File: src/rtl/sample_queue.sv
// ============================================================================
//  Module      : sample_queue
//  Description : Sample FIFO feeding a pulse modulator; each sample is held
//                for hold_count+1 pulse_done strobes, gated by a fill threshold.
//  Revision    : 1.0 - initial release
// ============================================================================
`default_nettype none

module sample_queue #(
  parameter int DATA_BITS = 16,
  parameter int DEPTH     = 8,
  parameter int DIV_BITS  = 6
) (
  input  logic                       clk,
  input  logic                       reset,
  input  logic [DATA_BITS-1:0]       wr_data,
  input  logic                       wr_en,
  input  logic                       pulse_done,
  input  logic                       enable,
  input  logic                       flush,
  input  logic [DIV_BITS-1:0]        hold_count,
  input  logic [$clog2(DEPTH):0]     start_level,
  input  logic                       clear_flags,
  output logic [DATA_BITS-1:0]       u_sample,
  output logic [$clog2(DEPTH):0]     level,
  output logic [1:0]                 state,
  output logic                       overflow,
  output logic                       underrun
);

  localparam int PTR_W = $clog2(DEPTH);
  localparam int LVL_W = PTR_W + 1;
  localparam logic [LVL_W-1:0]     C_FULL    = LVL_W'(DEPTH);
  localparam logic [DATA_BITS-1:0] C_MIDSCALE = {1'b1, {(DATA_BITS-1){1'b0}}};

  typedef enum logic [1:0] {
    ST_IDLE = 2'd0,
    ST_FILL = 2'd1,
    ST_RUN  = 2'd2
  } state_t;

  state_t                 state_q, state_d;
  logic [DIV_BITS-1:0]    div_q, div_d;
  logic [LVL_W-1:0]       level_q, level_d;
  logic [PTR_W-1:0]       wptr_q, wptr_d;
  logic [PTR_W-1:0]       rptr_q, rptr_d;
  logic [DATA_BITS-1:0]   sample_q, sample_d;
  logic                   ovf_q, ovf_d;
  logic                   unr_q, unr_d;

  logic [DATA_BITS-1:0]   mem [DEPTH];

  logic pop_try, do_pop, do_push, ovf_evt, unr_evt;

  // A pop attempt on an empty FIFO is an underrun even if a push lands the same cycle.
  always_comb begin
    pop_try = (state_q == ST_RUN) && enable && !flush && pulse_done && (div_q == '0);
    do_pop  = pop_try && (level_q != '0);
    unr_evt = pop_try && (level_q == '0);
    do_push = !flush && wr_en && ((level_q != C_FULL) || do_pop);
    ovf_evt = !flush && wr_en && (level_q == C_FULL) && !do_pop;
  end

  always_comb begin
    level_d  = level_q;
    wptr_d   = wptr_q;
    rptr_d   = rptr_q;
    sample_d = sample_q;
    if (flush) begin
      level_d = '0;
      wptr_d  = '0;
      rptr_d  = '0;
    end else begin
      if (do_push) wptr_d = wptr_q + 1'b1;
      if (do_pop) begin
        rptr_d   = rptr_q + 1'b1;
        sample_d = mem[rptr_q];
      end
      if (do_push && !do_pop)      level_d = level_q + 1'b1;
      else if (do_pop && !do_push) level_d = level_q - 1'b1;
    end
  end

  always_comb begin
    state_d = state_q;
    div_d   = div_q;
    if (flush) begin
      state_d = enable ? ST_FILL : ST_IDLE;
      div_d   = '0;
    end else if (!enable) begin
      state_d = ST_IDLE;
      div_d   = '0;
    end else begin
      case (state_q)
        ST_IDLE: state_d = ST_FILL;
        ST_FILL: begin
          if (level_q >= start_level) begin
            state_d = ST_RUN;
            div_d   = '0;
          end
        end
        ST_RUN: begin
          if (pulse_done) begin
            if (div_q != '0)    div_d = div_q - 1'b1;
            else if (do_pop)    div_d = hold_count;
            else                state_d = ST_FILL;
          end
        end
        default: begin
          state_d = ST_IDLE;
          div_d   = '0;
        end
      endcase
    end
  end

  always_comb begin
    ovf_d = ovf_q;
    unr_d = unr_q;
    if (clear_flags) begin
      ovf_d = 1'b0;
      unr_d = 1'b0;
    end
    if (ovf_evt) ovf_d = 1'b1;
    if (unr_evt) unr_d = 1'b1;
  end

  always_ff @(posedge clk) begin
    if (reset) begin
      state_q  <= ST_IDLE;
      div_q    <= '0;
      level_q  <= '0;
      wptr_q   <= '0;
      rptr_q   <= '0;
      sample_q <= C_MIDSCALE;
      ovf_q    <= 1'b0;
      unr_q    <= 1'b0;
    end else begin
      state_q  <= state_d;
      div_q    <= div_d;
      level_q  <= level_d;
      wptr_q   <= wptr_d;
      rptr_q   <= rptr_d;
      sample_q <= sample_d;
      ovf_q    <= ovf_d;
      unr_q    <= unr_d;
    end
  end

  // Storage needs no reset: only entries between the pointers are ever read.
  always_ff @(posedge clk) begin
    if (!reset && do_push) mem[wptr_q] <= wr_data;
  end

  assign u_sample = sample_q;
  assign level    = level_q;
  assign state    = state_q;
  assign overflow = ovf_q;
  assign underrun = unr_q;

endmodule

`default_nettype wire
File: config.mk
export PLATFORM = sky130hd
export DESIGN_NAME = sample_queue
export DESIGN_NICKNAME = d
export VERILOG_FILES = /design/src/rtl/sample_queue.sv
export SDC_FILE = /design/constraint.sdc
export NUM_CORES = 1
export LEC_CHECK = 0
export ABC_AREA = 1
export ABC_CLOCK_PERIOD_IN_PS = 6100
export CORE_ASPECT_RATIO = 0.7
export CORE_MARGIN = 2
export CORE_UTILIZATION = 50
export DETAILED_ROUTE_END_ITERATION = 8
export HOLD_SLACK_MARGIN = 0.1
export PLACE_DENSITY = 0.7
export SLEW_MARGIN = 20
export SYNTH_ARGS = -nofsm -noshare
export SYNTH_HDL_FRONTEND = slang
export SYNTH_SLANG_ARGS = --single-unit
File: constraint.sdc
create_clock -name clk -period 6.1 [get_ports clk]
set_clock_uncertainty 0.05 [all_clocks]
set_input_delay 0.915 -clock clk [delete_from_list [all_inputs] [get_ports clk]]
set_output_delay 0.915 -clock clk [all_outputs]
set_load 0.02 [all_outputs]
; ---- Word level (Yosys, flattened, before mapping)
; Memory sizes are Yosys's and may differ from the RTL's. A register that Yosys moved wholly into a read port is not among the register bits.
; Index checks and enable logic that the tools add are counted.
[totals]
register_bits = 20
latchBits = 0
ramBits = 128
romBits = 0
in_bits = 33
word_cells = 79
memories = 1
[mem_list]
columns = memory, words, word_bits, rd, rd_clocked_by_memory_dff, wr, line
row1 = mem, 8, 16, 1, 1, 1, 51  ; logic [DATA_BITS-1:0] mem [DEPTH];
[op_classes]
n_addsub = 5
multipliers = 0
n_div = 0
n_lt_le_gt_ge = 1
n_eq_ne = 11
n_shift = 0
mux = 20
bitwise_logic = 3
n_reduce_logical = 31
[ops]
columns = op, count
row1 = $mux W6, 4
row2 = $ne A4 B4 Y1 const B, 5
row3 = $pmux W6 S3, 1
row4 = $logic_and A1 B1 Y1, 13
row5 = $mux W2, 6
row6 = $mux W4, 2
row7 = $reduce_and A4 Y1, 2
row8 = $add A3 B1 Y3 const B, 2
row9 = $logic_not A6 Y1, 1
row10 = $mux W1, 6
row11 = $pmux W2 S3, 1
row12 = $reduce_bool A2 Y1, 3
row13 = $reduce_bool A6 Y1, 1
row14 = $sub A6 B1 Y6 const B, 1
row15 = $add A4 B1 Y4 const B, 1
row16 = $eq A4 B4 Y1 const B, 1
row17 = $ge A4 B4 Y1, 1
row18 = $logic_not A1 Y1, 4
row19 = $logic_not A4 Y1, 1
row20 = $ne A2 B2 Y1 const B, 2
row21 = $reduce_bool A4 Y1, 1
row22 = $sub A4 B1 Y4 const B, 1
row23 = $ne A3 B2 Y1 const B, 1
row24 = $not A1 Y1, 3
row25 = 7 further kinds, 7

; ---- Depth between registers and ports, before layout
; Gate-level depths: netlist of the first run.
[logic_depth]
word_depth = 12
depth_mapped = 18

; ---- Least setup slack after synthesis of the first run
; No wires, ideal clock.
[synth_path]
path_type = input to register
start = in enable
end = mem mem[0][0] (enable)
setup_time_ps = 388
t_arrival_ps = 2445
path_slack_ps = 3217
path_stages = 10
path_cell_list = inv_1 -> nor2_2 -> nand3_4 -> nor2_4 -> nand2_4 -> nand2_2 -> nand2_2 -> inv_2 -> nand2_2 -> nor2_1
[synth_between]
elab_chain_len = 10
[synth_lines]
columns = item, line
row1 = from (decl), 19  ; input logic enable,
row2 = $logic_and A1 B1 Y1 (4 in series), 57  ; pop_try = (state_q == ST_RUN) && enable && !flush && pulse_done && (div_q == '0);
row3 = $logic_and A1 B1 Y1, 58  ; do_pop = pop_try && (level_q != '0);
row4 = $logic_or A1 B1 Y1, 60  ; do_push = !flush && wr_en && ((level_q != C_FULL) || do_pop);
row5 = $logic_and A1 B1 Y1, 60
row6 = $logic_and A1 B1 Y1, 152  ; if (!reset && do_push) mem[wptr_q] <= wr_data;
row7 = $mux W1, 152
row8 = $mux W1 (not written as such), 152
row9 = to (decl), 51
; No other way between the ends.

; ---- Worst setup path in the final report of the first run
[layout_path]
start = in enable
end = reg level_q[3] (netlist: level[3])
[layout_between]
elab_chain_len = 10
[layout_lines]
columns = item, line
row1 = $logic_and A1 B1 Y1 * (4 in series), 57
row2 = $logic_and A1 B1 Y1 *, 58
row3 = $logic_or A1 B1 Y1, 60
row4 = $logic_and A1 B1 Y1, 60
row5 = $logic_not A1 Y1, 80  ; else if (do_pop && !do_push) level_d = level_q - 1'b1;
row6 = $logic_and A1 B1 Y1, 80
row7 = $reduce_bool A2 Y1 (no line), n/a
row8 = to (signal assigned), 141  ; level_q <= level_d;
row9 = to (decl), 44  ; logic [LVL_W-1:0] level_q, level_d;
; Mark *: on every way between the ends. The rest lies on a longest branch, timed or not.
; A chain may end at the register's enable or synchronous reset.

==> metrics.txt, run 1 <==
EDFF count, synth=128; # IOs=57; first-pass GRT wire length=23.8 mm; worst-path maximum fanout=8; Synth Instances=611; RSZ-0062 raised after global routing=no; Area contributors post-synth=edfxtp_1 56%, dfxtp_1 11%, o21ai_0 5.7%; gr ovfl total=0; GRT met1 Usage=32.0%; status=complete, no violations; area of the die=14600 sq um; Post-Syn Nets=656; end of the critical path=level[3]$_SDFFE_PP0P_; DPL Wire Length=8.85 mm; M2 GR Usage=32.8%; routing usage on met3=6.48%; max frequency=311 MHz; maximum VDD drop=0.222 mV; hold-fix buffers at CTS=0; Seq/Total Area, Yosys=66.8%; Final Max Tran Viols=0; CTS tree=yes; Final setup viols=0; die height=102 microns; via/cell ratio=5.57; WL/cell=17.7 microns; DRT Pass-1 Iters=5; WP depth=19; # port buffers=56; ANT nets after route=0; critical path's slowest cell=clkdlybuf4s50_1; total CTS buffers=17; Initial Util=51.5%; Avg Cell Area, Syn=11.2 sq um; Final nets=712; critical-path cell list=clkdlybuf4s50_1 -> inv_1 -> nor2_2 -> nand3_4 -> nor2_4 -> nand2_4 -> nand2_2 -> nand2_2 -> inv_2 -> ha_1 -> inv_1 -> ha_1 -> a21oi_1 -> nand2_1 -> a21oi_1 -> o21ai_0 -> nand2_1 -> nand2_1 -> nor2_1; Worst R2R End=u_sample[15]$_SDFFE_PP1P_; Total Routed Length=15.3 mm; Core Util, Final=61.2%; initial antenna violation count=0; post-layout min period=3.21 ns; core area=13300 sq um; final setup TNS=0 ns; Die Wd=144 microns; max_slew headroom=26.5%; post-synthesis async set-or-reset flop share=0%; P_leak=2.90 nW; crit-path max cell delay=0.47 ns; Yosys top cell by area=edfxtp_1; num rows=35; WHS=0.428 ns; setup bufs post-CTS=0; Worst Setup End Kind=flip-flop; Least-Margin Pin Slew=1.10 ns; path type of the worst setup path=input port to flip-flop; grt peak-use layer=met2; Area Overhead vs Synth=19.0%; GRT Resource Usage Total=22.0%; initial DRC count=367; period utilisation layout=52.6%; Hold Crit Start=underrun$_SDFFE_PP0P_; Worst R2R Setup Slack=3.23 ns; CP bufs+invs=4; Root Buffer=clkbuf_16; final-report hold violation count=0; Pwr Total=2.32 mW; Required @ worst endpoint=6.40 ns; most common cell in the netlist=edfxtp_1; Max-Cap Viols=0; clock sink count=164; flops & latches, synth=164; yosys warns=0; most frequent CP cell=nand2_1; share of layout cells above drive strength 1=8.24%; clk_lat worst skew=0.41 ns; Post-CTS Resized=0; Via Count=4817; post-synthesis cell type count=34; Post-Synthesis Cell Area=6830 sq um; Worst Hold Class=flip-flop to flip-flop; Worst Setup SP=enable; startpoint types=input port; H-tree depth=4; synth cell count leaders=128 x edfxtp_1, 97 x nor2_1, 78 x o21ai_0; largest net degree at the start of global routing=67; main flop type after synthesis=edfxtp_1; vias in the first global route=4418; PwrDens=286 nW/um^2; worst-case clock buffer depth=2; Synth top area share=56.3%; Worst Path Arrival=3.51 ns; R2R depth=8; delay-heaviest family, CP=simple AND/OR/NAND/NOR gates; Worst-path clk slew=0.06 ns; gp weighted congestion=0.835; # diodes=0; DRC=0; worst r2r src=rptr_q[0]$_SDFFE_PP0N_
final cells by class:
class / count / area [sq um]
inverter: 32 / 121
tap: 185 / 231
clock buffer: 29 / 553
multi-input combinational: 385 / 1990
sequential: 164 / 4570
timing repair buffer: 67 / 643
fill: 1021 / 5140
clock inverter: 3 / 15.0
metrics by stage:
| step | instances | setup slack [ns] | cell area (sq um) |
|---|---|---|---|
| finish | 865 | 2.89 | 8120 |
| global route | 865 | 2.61 | 8120 |
| CTS | 865 | 2.90 | 8120 |
| detailed placement | 833 | 2.47 | 7550 |
| global placement | 833 | 2.54 | 7550 |
| floorplan | 611 | 3.22 | 6830 |
worst min path at each step:
| stage | end | slack, ns | cells past startpoint |
|---|---|---|---|
| 2_1_floorplan | div_q[0]$_SDFFE_PP0P_ | 0.42 | 2 |
| 5_1_grt | overflow$_SDFFE_PP0P_ | 0.45 | 2 |
| 3_5_place_dp | underrun$_SDFFE_PP0P_ | 0.42 | 2 |
| 6_report | underrun$_SDFFE_PP0P_ | 0.43 | 2 |
| 3_3_place_gp | overflow$_SDFFE_PP0P_ | 0.42 | 2 |
| 4_1_cts | underrun$_SDFFE_PP0P_ | 0.43 | 2 |
registers in the layout, summed over array words and instances, names as in the netlist:
signal,cells
mem,128
rptr_q,3
state,2
u_sample,16
div_q,6
overflow,1
level,4
underrun,1
wptr_q,3
tightest hold or removal path, delay by kind of cell, from the launching register on:
kind | cells | cell delay (ns)
compound gates | 1 | 0.06
simple gates | 1 | 0.06
flops | 1 | 0.31
where the power goes:
part	total [mW]	internal [mW]	switching (mW)
clock network	1.01	0.612	0.398
registers	1.22	1.21	0.00456
logic	0.0967	0.0393	0.0574
routing by layer:
metal / up-vias / routed length (microns)
met2: 254 / 6800
met5: - / 0
met1: 2252 / 6810
li1: 2296 / -
met4: 0 / 182
met3: 15 / 1540
kinds of logic (layout without fill, tap and decap cells):
logic type,after synthesis,after routing,share of synthesized area (%)
and+or+nand+nor,203,203,13.0
AOI/OAI and AO/OA,166,166,13.4
DFF,164,164,66.8
buffers and inverters,62,131,3.96
adders and majority gates,12,12,2.31
xor gates and xnor gates,4,4,0.513
placed cells by master (no fill, tap or decap), types with 3 or more instances in the layout:
master	count
clkinv_2	4
xor2_1	3
clkdlybuf4s50_1	56
nand3_1	19
dfxtp_1	35
nor2_1	97
clkbuf_8	4
clkbuf_1	6
nor2_4	4
ha_1	11
o21ai_0	78
inv_1	28
a31oi_1	15
buf_4	11
a21oi_1	24
nand2_1	69
nand2_2	4
o21ai_1	12
o22ai_1	32
edfxtp_1	128
clkbuf_16	19
Note: power is estimated with default switching activity, not from simulation.
==> run 2, diff against run 1 <==
--- a/config.mk
+++ b/config.mk
@@ -6,7 +6,7 @@
 export NUM_CORES = 1
 export LEC_CHECK = 0
 export ABC_AREA = 1
-export ABC_CLOCK_PERIOD_IN_PS = 6100
+export ABC_CLOCK_PERIOD_IN_PS = 3000
 export CORE_ASPECT_RATIO = 0.7
 export CORE_MARGIN = 2
 export CORE_UTILIZATION = 50
==> constraint.sdc (replaced) <==
create_clock -name clk -period 3 [get_ports clk]
set_clock_uncertainty 0.05 [all_clocks]
set_input_delay 0.45 -clock clk [delete_from_list [all_inputs] [get_ports clk]]
set_output_delay 0.45 -clock clk [all_outputs]
set_load 0.02 [all_outputs]
==> metrics.txt, run 2 (same netlist as run 1, synthesis figures left out) <==
status=complete, no violations; end of the critical path=level[3]$_SDFFE_PP0P_; clk_lat worst skew=0.42 ns (about the same); post-layout min period=2.61 ns; Root Buffer=clkbuf_16; combinational power share=4.3% (about the same); initial antenna violation count=0 (unchanged); clock sink count=164 (unchanged); Worst Path Arrival=2.88 ns (-0.63 ns); Die Wd=144 microns (unchanged); maximum VDD drop=0.368 mV (+66%); DPL Wire Length=9.18 mm (+3.7%); ANT nets after route=0 (unchanged); # IOs=57 (unchanged); worst-case clock buffer depth=2 (unchanged); Worst Hold Class=flip-flop to flip-flop; Area Overhead vs Synth=21.7%; area of the die=14600 sq um (unchanged); register share of total power=51.6% (-0.7 points); max frequency=383 MHz; core area=13300 sq um (unchanged); # port buffers=56 (unchanged); most common library cell in the layout ignoring fill and taps=edfxtp_1; largest net degree at the start of global routing=66 (-1.5%); CTS tree=yes; startpoint types=flip-flop; Worst-path clk slew=0.06 ns (about the same); Via Count=4853 (+0.75%); Final nets=728 (+2.2%); worst r2r src=div_q[0]$_SDFFE_PP0P_; path type of the worst setup path=flip-flop to flip-flop; via/cell ratio=5.51 (-1.1%); vias in the first global route=4621 (+4.6%); first-pass GRT wire length=23.9 mm (+0.47%); Pwr Total=4.79 mW (+110%); gp weighted congestion=0.848 (+1.6%); GRT Resource Usage Total=22.1% (+0.096 points); setup bufs post-CTS=0 (unchanged); hold-fix buffers at CTS=0 (unchanged); Final Max Tran Viols=0 (unchanged); Least-Margin Pin Slew=0.714 ns (-0.387 ns); H-tree depth=4 (unchanged); M2 GR Usage=34.5% (+1.7 points); max_slew headroom=52.1% (+26 points); Required @ worst endpoint=3.26 ns (-3.14 ns); Finished Layout Cells=881 (+1.8%); period utilisation layout=87.1%; GRT met1 Usage=30.6% (-1.4 points); Fillers=1007 (-1.4%); WL/cell=17.2 microns (-3.2%); switching share of power=20.0% (+0.14 points); fin area=8310 sq um (+2.3%); Max-Cap Viols=0 (unchanged); P_leak=2.99 nW (+3.4%); WHS=0.430 ns (+0.00204 ns); Final setup viols=0 (unchanged); Worst R2R Setup Slack=0.39 ns (-2.84 ns); Int Pwr=3.83 mW (+110%); gr ovfl total=0 (unchanged); final setup TNS=0 ns (unchanged); most frequent cells in the layout=128 x edfxtp_1, 97 x nor2_1, 78 x o21ai_0; routing usage on met3=4.49% (-2.0 points); grt peak-use layer=met2; Post-CTS Resized=0 (unchanged); initial DRC count=454 (+24%); Total Routed Length=15.1 mm (-1.4%); worst-path maximum fanout=5 (-3); clock power share=44.2% (+0.7 points); Initial Util=51.5% (unchanged); Worst Setup SP=div_q[0]$_SDFFE_PP0P_; # diodes=0 (unchanged); max FFs per register=128 (unchanged); Placed Instances=849 (+1.9%); RSZ-0062 raised after global routing=no; Worst R2R End=level[3]$_SDFFE_PP0P_; share of layout cells above drive strength 1=10.6% (+2.4 points); Worst Setup End Kind=flip-flop; R2R depth=17 (+9); num rows=35 (unchanged); Switch Pwr=0.956 mW (+110%); DRC=0 (unchanged); DRT Pass-1 Iters=5 (unchanged); PwrDens=576 nW/um^2 (+100%); Largest Register=mem; final-report hold violation count=0 (unchanged); Placed Area=7720 sq um (+2.3%); die height=102 microns (unchanged); total CTS buffers=17 (unchanged)
[run 2: final cells by class]
class / instances / area (sq um) / share of cell area, %
repair buffers: 83 / 813 / 9.78
flip-flops and latches: 164 / 4570 / 54.9
clock inverters: 7 / 68.8 / 0.828
well taps: 185 / 231 / 2.78
inverters: 32 / 120 / 1.45
clock buffers: 25 / 518 / 6.23
multi-input cells: 385 / 1990 / 24.0
[run 2: routing by layer]
layer  routed length [microns]  share of wire (%)
met5                         0                  0
met4                       208                1.4
met3                      1070                7.1
met2                      6990                 46
met1                      6840                 45
[run 2: power by group through the flow]
stage | clock network, mW | registers (mW) | logic, mW
after global placement | 0 | 2.52 | 0.195
after CTS | 2.14 | 2.47 | 0.204
after floorplan | 0 | 2.52 | 0.0962
after detailed placement | 0 | 2.52 | 0.203
final | 2.12 | 2.47 | 0.204
after global routing | 2.24 | 2.47 | 0.228
[run 2: how the worst min path moves through the flow]
| stage | startpoint | end | slack [ns] | cells after the start |
|---|---|---|---|---|
| 3_3_place_gp | overflow$_SDFFE_PP0P_ | overflow$_SDFFE_PP0P_ | 0.41 | 2 |
| 2_1_floorplan | div_q[0]$_SDFFE_PP0P_ | div_q[0]$_SDFFE_PP0P_ | 0.42 | 2 |
| 3_5_place_dp | underrun$_SDFFE_PP0P_ | underrun$_SDFFE_PP0P_ | 0.42 | 2 |
| 4_1_cts | underrun$_SDFFE_PP0P_ | underrun$_SDFFE_PP0P_ | 0.43 | 2 |
| 6_report | underrun$_SDFFE_PP0P_ | underrun$_SDFFE_PP0P_ | 0.43 | 2 |
| 5_1_grt | underrun$_SDFFE_PP0P_ | underrun$_SDFFE_PP0P_ | 0.45 | 2 |
[run 2: worst max-delay path, cell delays in order (launching register included)]
cell,delay (ns)
dfxtp_1,0.33
inv_1,0.15
ha_1,0.23
nand3_4,0.11
nor2_4,0.15
nand2_4,0.08
nand2_2,0.08
nand2_2,0.08
inv_2,0.09
ha_1,0.15
inv_1,0.09
ha_1,0.33
a21oi_1,0.13
nand2_1,0.07
o21ai_0,0.20
nand2_1,0.08
nand2_1,0.06
nor2_1,0.03
[run 2: through the flow]
step,utilization (%),worst slack [ns]
final,62.6,0.387
after global routing,62.6,0.149
after CTS,62.6,0.400
after detailed placement,58.2,0.00378
after global placement,58.2,0.0786
after floorplan,-,0.542
